**config.mk**
```make
export PLATFORM = sky130hd
export DESIGN_NAME = jts16_vrom_slots
export DESIGN_NICKNAME = d
export VERILOG_FILES = /design/src/rtl/jts16_vrom_slots.sv
export SDC_FILE = /design/constraint.sdc
export NUM_CORES = 1
export LEC_CHECK = 0
export ABC_AREA = 0
export CORE_ASPECT_RATIO = 1.5
export CORE_MARGIN = 2
export CORE_UTILIZATION = 46
export CTS_BUF_LIST = sky130_fd_sc_hd__clkbuf_2 sky130_fd_sc_hd__clkbuf_4 sky130_fd_sc_hd__clkbuf_8
export CTS_CLUSTER_DIAMETER = 60
export DETAILED_ROUTE_END_ITERATION = 7
export HOLD_SLACK_MARGIN = 0.12
export PLACE_DENSITY_LB_ADDON = 0.15
export SYNTH_ARGS = -nofsm -noshare
export SYNTH_HDL_FRONTEND = slang
export SYNTH_SLANG_ARGS = --single-unit
export TNS_END_PERCENT = 50
```
**constraint.sdc**
```tcl
create_clock -name clk -period 1.9 [get_ports clk]
set_clock_uncertainty 0.05 [all_clocks]
set_input_delay 0.19 -clock clk [delete_from_list [all_inputs] [get_ports clk]]
set_output_delay 0.19 -clock clk [all_outputs]
set_load 0.05 [all_outputs]
```
**src/rtl/jts16_vrom_slots.sv**
```systemverilog
// Video ROM responder: three single-entry caches (char, scroll, map) sharing one SDRAM read port.
// A client whose address misses is fetched by priority char > scr1 > map1.
module jts16_vrom_slots #(
  parameter logic [21:0] CHAR_OFFSET = 22'h0,
  parameter logic [21:0] MAP_OFFSET  = 22'h0,
  parameter logic [21:0] SCR_OFFSET  = 22'h0
) (
  input  logic        clk,
  input  logic        rst_n,
  input  logic [12:0] char_addr,
  output logic        char_ok,
  output logic [31:0] char_data,
  input  logic [13:0] map1_addr,
  output logic        map1_ok,
  output logic [15:0] map1_data,
  input  logic [15:0] scr1_addr,
  output logic        scr1_ok,
  output logic [31:0] scr1_data,
  output logic        sdram_req,
  output logic [21:0] sdram_addr,
  input  logic        sdram_ack,
  input  logic        sdram_rdy,
  input  logic [31:0] sdram_dout
);

  localparam int unsigned AW = 22;
  localparam int unsigned CW = 13;
  localparam int unsigned MW = 14;
  localparam int unsigned SW = 16;
  localparam int unsigned NC = 3;

  typedef enum logic [1:0] {IDLE = 2'd0, WAIT_ACK = 2'd1, WAIT_DATA = 2'd2} state_t;
  typedef enum logic [1:0] {CL_CHAR = 2'd0, CL_SCR = 2'd1, CL_MAP = 2'd2} client_t;

  state_t  state, state_nx;
  client_t win_id, pick_id_c;
  logic [SW-1:0] win_addr, pick_addr_c;
  logic [AW-1:0] pick_sdram_c;
  logic [NC-1:0] need_q, need_c;
  logic          start_c, store_c;

  logic [CW-1:0] char_lat_addr;
  logic [31:0]   char_lat_data;
  logic          char_valid;
  logic [MW-1:0] map_lat_addr;
  logic [15:0]   map_lat_data;
  logic          map_valid;
  logic [SW-1:0] scr_lat_addr;
  logic [31:0]   scr_lat_data;
  logic          scr_valid;

  // Hit status follows the live client address in the same cycle
  assign char_ok   = char_valid && (char_addr == char_lat_addr);
  assign map1_ok   = map_valid  && (map1_addr == map_lat_addr);
  assign scr1_ok   = scr_valid  && (scr1_addr == scr_lat_addr);
  assign char_data = char_lat_data;
  assign map1_data = map_lat_data;
  assign scr1_data = scr_lat_data;

  always_ff @(posedge clk or negedge rst_n) begin
    if (!rst_n) state <= IDLE;
    else        state <= state_nx;
  end

  always_comb begin
    state_nx = state;
    case (state)
      IDLE:      if (|need_q) state_nx = WAIT_ACK;
      WAIT_ACK:  if (sdram_ack) state_nx = sdram_rdy ? IDLE : WAIT_DATA;
      WAIT_DATA: if (sdram_rdy) state_nx = IDLE;
      default:   state_nx = IDLE;
    endcase
  end

  // Arbitration, request/store strobes and the miss detector
  always_comb begin
    start_c      = 1'b0;
    store_c      = 1'b0;
    pick_id_c    = CL_MAP;
    pick_addr_c  = SW'(map1_addr);
    pick_sdram_c = MAP_OFFSET + AW'({map1_addr[13:1], 1'b0});
    if (need_q[0]) begin
      pick_id_c    = CL_CHAR;
      pick_addr_c  = SW'(char_addr);
      pick_sdram_c = CHAR_OFFSET + AW'({char_addr, 1'b0});
    end else if (need_q[1]) begin
      pick_id_c    = CL_SCR;
      pick_addr_c  = scr1_addr;
      pick_sdram_c = SCR_OFFSET + AW'({scr1_addr, 1'b0});
    end
    case (state)
      IDLE:      start_c = |need_q;
      WAIT_ACK:  store_c = sdram_ack & sdram_rdy;
      WAIT_DATA: store_c = sdram_rdy;
      default:   ;
    endcase
    need_c[0] = !char_valid || (char_addr != char_lat_addr);
    need_c[1] = !scr_valid  || (scr1_addr != scr_lat_addr);
    need_c[2] = !map_valid  || (map1_addr != map_lat_addr);
    // The served client's compare is one cycle stale on the store edge
    if (store_c) begin
      case (win_id)
        CL_CHAR: need_c[0] = 1'b0;
        CL_SCR:  need_c[1] = 1'b0;
        default: need_c[2] = 1'b0;
      endcase
    end
  end

  always_ff @(posedge clk or negedge rst_n) begin
    if (!rst_n) begin
      need_q        <= '0;
      win_id        <= CL_CHAR;
      win_addr      <= '0;
      sdram_req     <= 1'b0;
      sdram_addr    <= '0;
      char_lat_addr <= '0;
      char_lat_data <= '0;
      char_valid    <= 1'b0;
      map_lat_addr  <= '0;
      map_lat_data  <= '0;
      map_valid     <= 1'b0;
      scr_lat_addr  <= '0;
      scr_lat_data  <= '0;
      scr_valid     <= 1'b0;
    end else begin
      need_q <= need_c;
      if (start_c) begin
        win_id     <= pick_id_c;
        win_addr   <= pick_addr_c;
        sdram_addr <= pick_sdram_c;
        sdram_req  <= 1'b1;
      end else if (state == WAIT_ACK && sdram_ack) begin
        sdram_req  <= 1'b0;
      end
      if (store_c) begin
        case (win_id)
          CL_CHAR: begin
            char_lat_addr <= CW'(win_addr);
            char_lat_data <= sdram_dout;
            char_valid    <= 1'b1;
          end
          CL_SCR: begin
            scr_lat_addr <= win_addr;
            scr_lat_data <= sdram_dout;
            scr_valid    <= 1'b1;
          end
          default: begin
            map_lat_addr <= MW'(win_addr);
            map_lat_data <= win_addr[0] ? sdram_dout[31:16] : sdram_dout[15:0];
            map_valid    <= 1'b1;
          end
        endcase
      end
    end
  end

endmodule

```
==> results of run 1 <==
[area by class of cell]
cell class	instances	area [µm²]	area share
Inverter	10	37.54	0.003353
Tap cell	203	254.0	0.02269
Multi-Input combinational cell	378	3525	0.3149
Timing Repair Buffer	249	2884	0.2577
Sequential cell	164	4104	0.3666
Clock inverter	12	120.1	0.01073
Clock buffer	20	269.0	0.02403
[timing repair]
| item | in CTS | in global routing |
|---|---|---|
| hold endpoints to repair | 164 | 0 |
| setup endpoints to repair | 128 | 191 |
| resized for setup | 87 | 164 |
| pin swaps | 21 | 15 |
| hold buffers | 1 | 0 |
| cloned | 8 | 6 |
| setup buffers | 17 | 13 |
[state kept, by name, indices dropped and copies added (netlist names)]
name and count:
need_q 3, scr_lat_addr 16, sdram_req 1, sdram_addr 15, state 2, map_lat_addr 14, win_addr 15, char_valid 1
map1_data 16, scr1_data 32, char_data 32, map_valid 1, scr_valid 1, char_lat_addr 13, win_id 2
[worst max-delay path by stage]
| stage | from | end | slack, ns | depth (start not counted) |
|---|---|---|---|---|
| 5_1_grt | scr_lat_addr[7]$_DFFE_PN0P_ | scr1_ok | -0.35 | 5 |
| 6_report | scr_lat_addr[6]$_DFFE_PN0P_ | scr1_ok | -0.25 | 5 |
| 4_1_cts | scr_lat_addr[11]$_DFFE_PN0P_ | scr1_ok | -0.27 | 5 |
| 2_1_floorplan | state[0]$_DFFE_PN0P_ | scr1_data[0]$_DFFE_PN0P_ | 0.01 | 6 |
| 3_3_place_gp | scr1_addr[10] | scr1_ok | -0.14 | 6 |
| 3_5_place_dp | sdram_rdy | scr1_data[17]$_DFFE_PN0P_ | -0.18 | 5 |
[report_power, final]
group | switching, µW | leakage [µW] | internal [µW] | total (µW)
Sequential | 1070 | 0.00207 | 5000 | 6070
Combinational | 5980 | 0.00353 | 4500 | 10500
Clock | 1370 | 0.000182 | 1140 | 2510
[kinds of logic (layout without fill, tap and decap cells)]
kind of cell | after synthesis | after routing | synth area share
xor+xnor | 43 | 43 | 0.05184
fa+ha+maj | 4 | 4 | 0.006890
flops | 164 | 164 | 0.5649
simple gates | 115 | 115 | 0.07716
other cells | 1 | 6 | 0.0005162
compound gates | 87 | 87 | 0.07406
mux | 123 | 123 | 0.1879
buf+inv | 47 | 291 | 0.03669
[critical path, delay by kind of cell, from the launching register on]
kind	cells	cell delay, ns
and+or+nand+nor	3	0.76
DFF	1	0.42
buffers and inverters	1	0.13
xor gates and xnor gates	1	0.16
[metal layers]
| metal | wire length, µm | global-route usage | up-vias |
|---|---|---|---|
| li1 | - | - | 2491 |
| met1 | 8557 | 0.2956 | 2813 |
| met2 | 11280 | 0.4362 | 205 |
| met3 | 1260 | 0.06258 | 43 |
| met4 | 828 | 0.1132 | 0 |
| met5 | 0 | 0 | - |
[per-stage QoR]
stage | std cells | utilization | cell area, µm² | setup slack (ns)
2_1_floorplan | 589 | - | 7316 | 0.01265
3_3_place_gp | 970 | 0.6150 | 9567 | -0.1398
3_5_place_dp | 970 | 0.6150 | 9567 | -0.1821
4_1_cts | 1028 | 0.6799 | 10580 | -0.2750
5_1_grt | 1036 | 0.7196 | 11190 | -0.3544
6_report | 1036 | 0.7196 | 11190 | -0.2539
[cells in the mapped netlist (3+ instances only)]
library cell	n	area share
dfrtp_1	164	0.56
mux2_2	107	0.17
nand2_1	47	0.024
xnor2_1	43	0.052
o21ai_0	30	0.021
nor2_1	27	0.014
a21oi_1	22	0.015
mux2i_1	16	0.022
buf_4	12	0.012
clkbuf_1	12	0.0062
nor2b_1	11	0.0095
inv_1	10	0.0052
nand4_1	9	0.0078
nand2b_1	7	0.0060
a211oi_1	6	0.0062
buf_2	6	0.0041
buf_6	5	0.0078
o22ai_1	5	0.0043
a21o_1	4	0.0041
ha_1	4	0.0069
a32oi_1	3	0.0036
nand3_1	3	0.0021
nor4_1	3	0.0026
o21ai_1	3	0.0021
or2_2	3	0.0026
==> flow_metrics.env, run 1 <==
export IMPL_outcome="complete, but fails checks"
export IMPL_violations="setup timing"
export IMPL_p_leak_uw=0.005787
export IMPL_n_antenna_cell=0
export IMPL_io_pins=185
export IMPL_layout_commonest_cell="dfrtp_1"
export IMPL_io_buffers=178
export IMPL_final_setup_worst_slack_ns=-0.2539
export IMPL_hold_class="in -> async"
export IMPL_slowest_stage="dfrtp_1"
export IMPL_required_ns=1.66
export IMPL_fillers=1130
export IMPL_critPathMaxStageDelay_ns=0.42
export IMPL_rr_worst_depth=8
export IMPL_grt_usage=0.2522
export IMPL_power_density_nw_per_um2=1703
export IMPL_nets=903
export IMPL_grt_pass1_wl_um=32230
export IMPL_layout_common_cells="dfrtp_1, mux2_4, clkdlybuf4s50_1"
export IMPL_clk_latency_ns=0.45
export IMPL_yosysSeqAreaShare=0.5649
export IMPL_htree_levels=4
export IMPL_drt_iter0_drc=178
export IMPL_r2r_slack_ns=-0.15
export IMPL_synth_enable_flop_cells=0
export IMPL_fin_crit_ns=2.154
export IMPL_viasPerCell=5.359
export IMPL_synthFlopType="dfrtp_1"
export IMPL_ys_ff_latch=164
export IMPL_synth_cells=584
export IMPL_slew_headroom=0.6020
export IMPL_start_util=0.4670
export IMPL_routed_wl_um=21930
export IMPL_ant_nets=0
export IMPL_dieArea_um2=16830
export IMPL_grt_max_degree=52
export IMPL_cts_root_buf="clkbuf_8"
export IMPL_avgSynthCellArea_um2=12.44
export IMPL_firstDrtPassIters=4
export IMPL_grt_overflow_total=0
export IMPL_ir_drop_v=0.001146
export IMPL_grt_antenna_before_repair=0
export IMPL_clk_transition_reported_paths_ns=0.10
export IMPL_numCtsBuffers=17
export IMPL_fin_crit_sh=1.134
export IMPL_route_detailed_drc=0
export IMPL_coreArea_um2=15550
export IMPL_die_height_um=157.9
export IMPL_synthArstFlopShare=1.000
export IMPL_syn_to_final_growth_pct=54.08
export IMPL_setup_viol=110
export IMPL_synth_warnings=0
export IMPL_tns_ns=-10.00
export IMPL_r2r_end="char_data[28]$_DFFE_PN0P_"
export IMPL_arrival_ns=1.91
export IMPL_cts_buffer_depth=2
export IMPL_crit_type="reg -> out"
export IMPL_placementRows=56
export IMPL_holdWs_ns=0.1811
export IMPL_clock_sinks=164
export IMPL_reg2reg_from="state[1]$_DFFE_PN0P_"
export IMPL_crit_chain="xnor2_2, nand4_1, nor4_4, and3_4, buf_12"
export IMPL_vias=5552
export IMPL_tightest_slew_ns=0.5964
export IMPL_report_final_slew_viol_count=0
export IMPL_worstSetupEndpointType="primary output"
export IMPL_hold_viol_final=0
export IMPL_cts_tree="done"
export IMPL_synth_cell_area_um2=7264
export IMPL_maxCapViolations=0
export IMPL_rsz0062_at_grt="true"
export IMPL_max_freq_mhz=464.3
export IMPL_power_uw=19060
export IMPL_path_max_fanout=2
export IMPL_die_x_um=106.6
export IMPL_synth_cell_types=42
export IMPL_drive_above_1_share=0.2977
export IMPL_wire_per_inst_um=21.17
export IMPL_gp_congestion=0.8944
export IMPL_dp_hpwl_um=13500
export IMPL_critPathLaunchType="flop"
export IMPL_grt_pass1_vias=5845
Note: power is estimated with default switching activity, not from simulation.
==> run 2, diff against run 1 <==
--- a/config.mk
+++ b/config.mk
@@ -7,7 +7,7 @@
 export LEC_CHECK = 0
 export ABC_AREA = 0
 export CORE_ASPECT_RATIO = 1.5
-export CORE_MARGIN = 2
+export CORE_MARGIN = 10
 export CORE_UTILIZATION = 46
 export CTS_BUF_LIST = sky130_fd_sc_hd__clkbuf_2 sky130_fd_sc_hd__clkbuf_4 sky130_fd_sc_hd__clkbuf_8
 export CTS_CLUSTER_DIAMETER = 60
==> run 2 against run 1 <==
  * The flow still finishes with violations (setup timing)
  * Total power rose by 1.2%
  * Register-to-register slack got worse by 0.02 ns
  * Maximum frequency fell by 4.2%
  * Flip-flop and latch count did not move
  * Cell area rose by 0.60%
  * Clock power rose by 8%
  * First-iteration DRC count rose by 84%
  * Critical endpoint unchanged
  * Highest routed layer unchanged
==> flow_metrics.env, run 2 (synthesis results as in run 1) <==
export IMPL_grt_antenna_before_repair=0
export IMPL_dp_hpwl_um=15190
export IMPL_outcome="complete, but fails checks"
export IMPL_multiInputGateArea_um2=3542
export IMPL_layout_commonest_cell="dfrtp_1"
export IMPL_critPathBufInv=1
export IMPL_placementRows=56
export IMPL_max_freq_mhz=444.6
export IMPL_fin_crit_sh=1.184
export IMPL_wire_per_inst_um=22.43
export IMPL_nets=912
export IMPL_required_ns=1.66
export IMPL_grt_overflow_total=0
export IMPL_cts_buffer_depth=2
export IMPL_slowest_stage="dfrtp_1"
export IMPL_critPathTopFamily="simple AND/OR/NAND/NOR gates"
export IMPL_die_x_um=122.6
export IMPL_power_uw=19300
export IMPL_clk_transition_reported_paths_ns=0.10
export IMPL_vias=5464
export IMPL_clk_latency_ns=0.45
export IMPL_grt_usage=0.2152
export IMPL_postLayoutCellArea_um2=11260
export IMPL_viasPerCell=5.229
export IMPL_report_final_slew_viol_count=0
export IMPL_setup_viol=121
export IMPL_io_pins=185
export IMPL_tns_ns=-9.320
export IMPL_fin_crit_ns=2.249
export IMPL_crit_type="reg -> out"
export IMPL_firstDrtPassIters=4
export IMPL_syn_to_final_growth_pct=55.01
export IMPL_layout_common_cells="dfrtp_1, mux2_4, clkdlybuf4s50_1"
export IMPL_crit_cells=5
export IMPL_drive_above_1_share=0.3147
export IMPL_p_leak_uw=0.005634
export IMPL_htree_levels=4
export IMPL_rsz0062_at_grt="true"
export IMPL_met2_length_um=12090
export IMPL_drt_met1_wl_um=9018
export IMPL_critPathMaxStageDelay_ns=0.42
export IMPL_dieArea_um2=21320
export IMPL_wl_met3_um=1754
export IMPL_n_antenna_cell=0
export IMPL_routed_top_layer="met4"
export IMPL_ant_nets=0
export IMPL_regArea_um2=4104
export IMPL_routed_wl_um=23440
export IMPL_ir_drop_v=0.001257
export IMPL_coreArea_um2=15550
export IMPL_maxCapViolations=0
export IMPL_route_detailed_drc=0
export IMPL_fillers=1100
export IMPL_critPathLaunchType="flop"
export IMPL_pre_cts_slack_ns=-0.1905
export IMPL_hold_viol_final=0
export IMPL_arrival_ns=2.01
export IMPL_slew_headroom=0.6229
export IMPL_rr_worst_depth=10
export IMPL_power_density_nw_per_um2=1713
export IMPL_drt_iter0_drc=328
export IMPL_final_setup_worst_slack_ns=-0.3492
export IMPL_violations="setup timing"
export IMPL_clock_sinks=164
export IMPL_cts_tree="done"
export IMPL_crit_chain="xnor2_2, nand4_1, nor4_2, and3_1, buf_12"
export IMPL_die_height_um=173.9
export IMPL_worstSetupEndpointType="primary output"
export IMPL_tightest_slew_ns=0.5656
export IMPL_numCtsBuffers=17
export IMPL_grt_pass1_wl_um=35220
export IMPL_place_area_um2=9574
export IMPL_path_max_fanout=2
export IMPL_grt_pass1_vias=6108
export IMPL_cts_root_buf="clkbuf_8"
export IMPL_grt_max_degree=57
export IMPL_hold_class="in -> async"
export IMPL_gp_congestion=0.8676
export IMPL_finish_utilization=0.7239
export IMPL_io_buffers=178
export IMPL_start_util=0.4670
run 2: cell types whose count changed in the layout (fill, tap and decap cells not counted), moves of 4 or more:
| cell | change |
|---|---|
| clkinvlp_4 | -4 |
| a21oi_2 | +5 |
| a21oi_1 | -5 |
| dlymetal6s2s_1 | -24 |
| buf_12 | -4 |
| nor2_1 | -5 |
| buf_4 | +7 |
| clkdlybuf4s50_1 | -8 |
| dlygate4sd2_1 | +30 |
| buf_16 | +4 |
run 2: per-stage QoR:
| step | hold WS (ns) | cells |
|---|---|---|
| final | 0.2352 | 1045 |
| after global placement | 0.1481 | 975 |
| after CTS | 0.2337 | 1037 |
| after detailed placement | 0.1567 | 975 |
| after floorplan | -0.1556 | 589 |
| after global routing | 0.2721 | 1045 |
run 2: worst register-to-register path, stage by stage, from the launching register on:
cell and delay (ns):
dfrtp_1 0.37, inv_2 0.08, ha_4 0.27, nand2_4 0.05
buf_6 0.12, nor4_4 0.21, buf_6 0.16, buf_8 0.12
buf_12 0.10, buf_16 0.13, mux2_4 0.30
run 2: layer usage:
metal,global-route usage,vias to the layer above
li1,-,2507
met1,0.2400,2744
met2,0.3657,182
met3,0.07428,31
met4,0.08227,0
met5,0,-
run 2: layout make-up:
class / count / area share
timing repair buffer: 258 / 0.2580
sequential: 164 / 0.3644
inverter: 10 / 0.003333
clock inverter: 15 / 0.01633
tap: 203 / 0.02256
clock buffer: 17 / 0.02078
multi-input combinational: 378 / 0.3146
run 2: final timing paths:
path / slack (ns) / start / endpoint
min in group clk: 0.37 / sdram_dout[3] / char_data[3]$_DFFE_PN0P_
hold reg to reg: 0.43 / sdram_addr[10]$_DFFE_PN0P_ / sdram_addr[10]$_DFFE_PN0P_
max in group asynchronous: 0.95 / rst_n / char_lat_addr[7]$_DFFE_PN0P_
setup reg to reg: -0.17 / state[1]$_DFFE_PN0P_ / char_data[2]$_DFFE_PN0P_
setup / recovery: -0.35 / scr_lat_addr[9]$_DFFE_PN0P_ / scr1_ok
hold / removal: 0.24 / rst_n / sdram_addr[12]$_DFFE_PN0P_
run 2: what timing repair did:
action,in CTS,in global routing
endpoints found under the hold margin,144,0
gates resized for setup,169,95
gates cloned,10,5
hold buffers,1,0
endpoints found under the setup margin,170,164
buffers inserted,20,9
pin swaps,22,9
run 2: power breakdown:
part / switching (µW) / internal [µW]
registers: 1090 / 5000
clock network: 1470 / 1230
logic: 6090 / 4410
total: 8650 / 10600
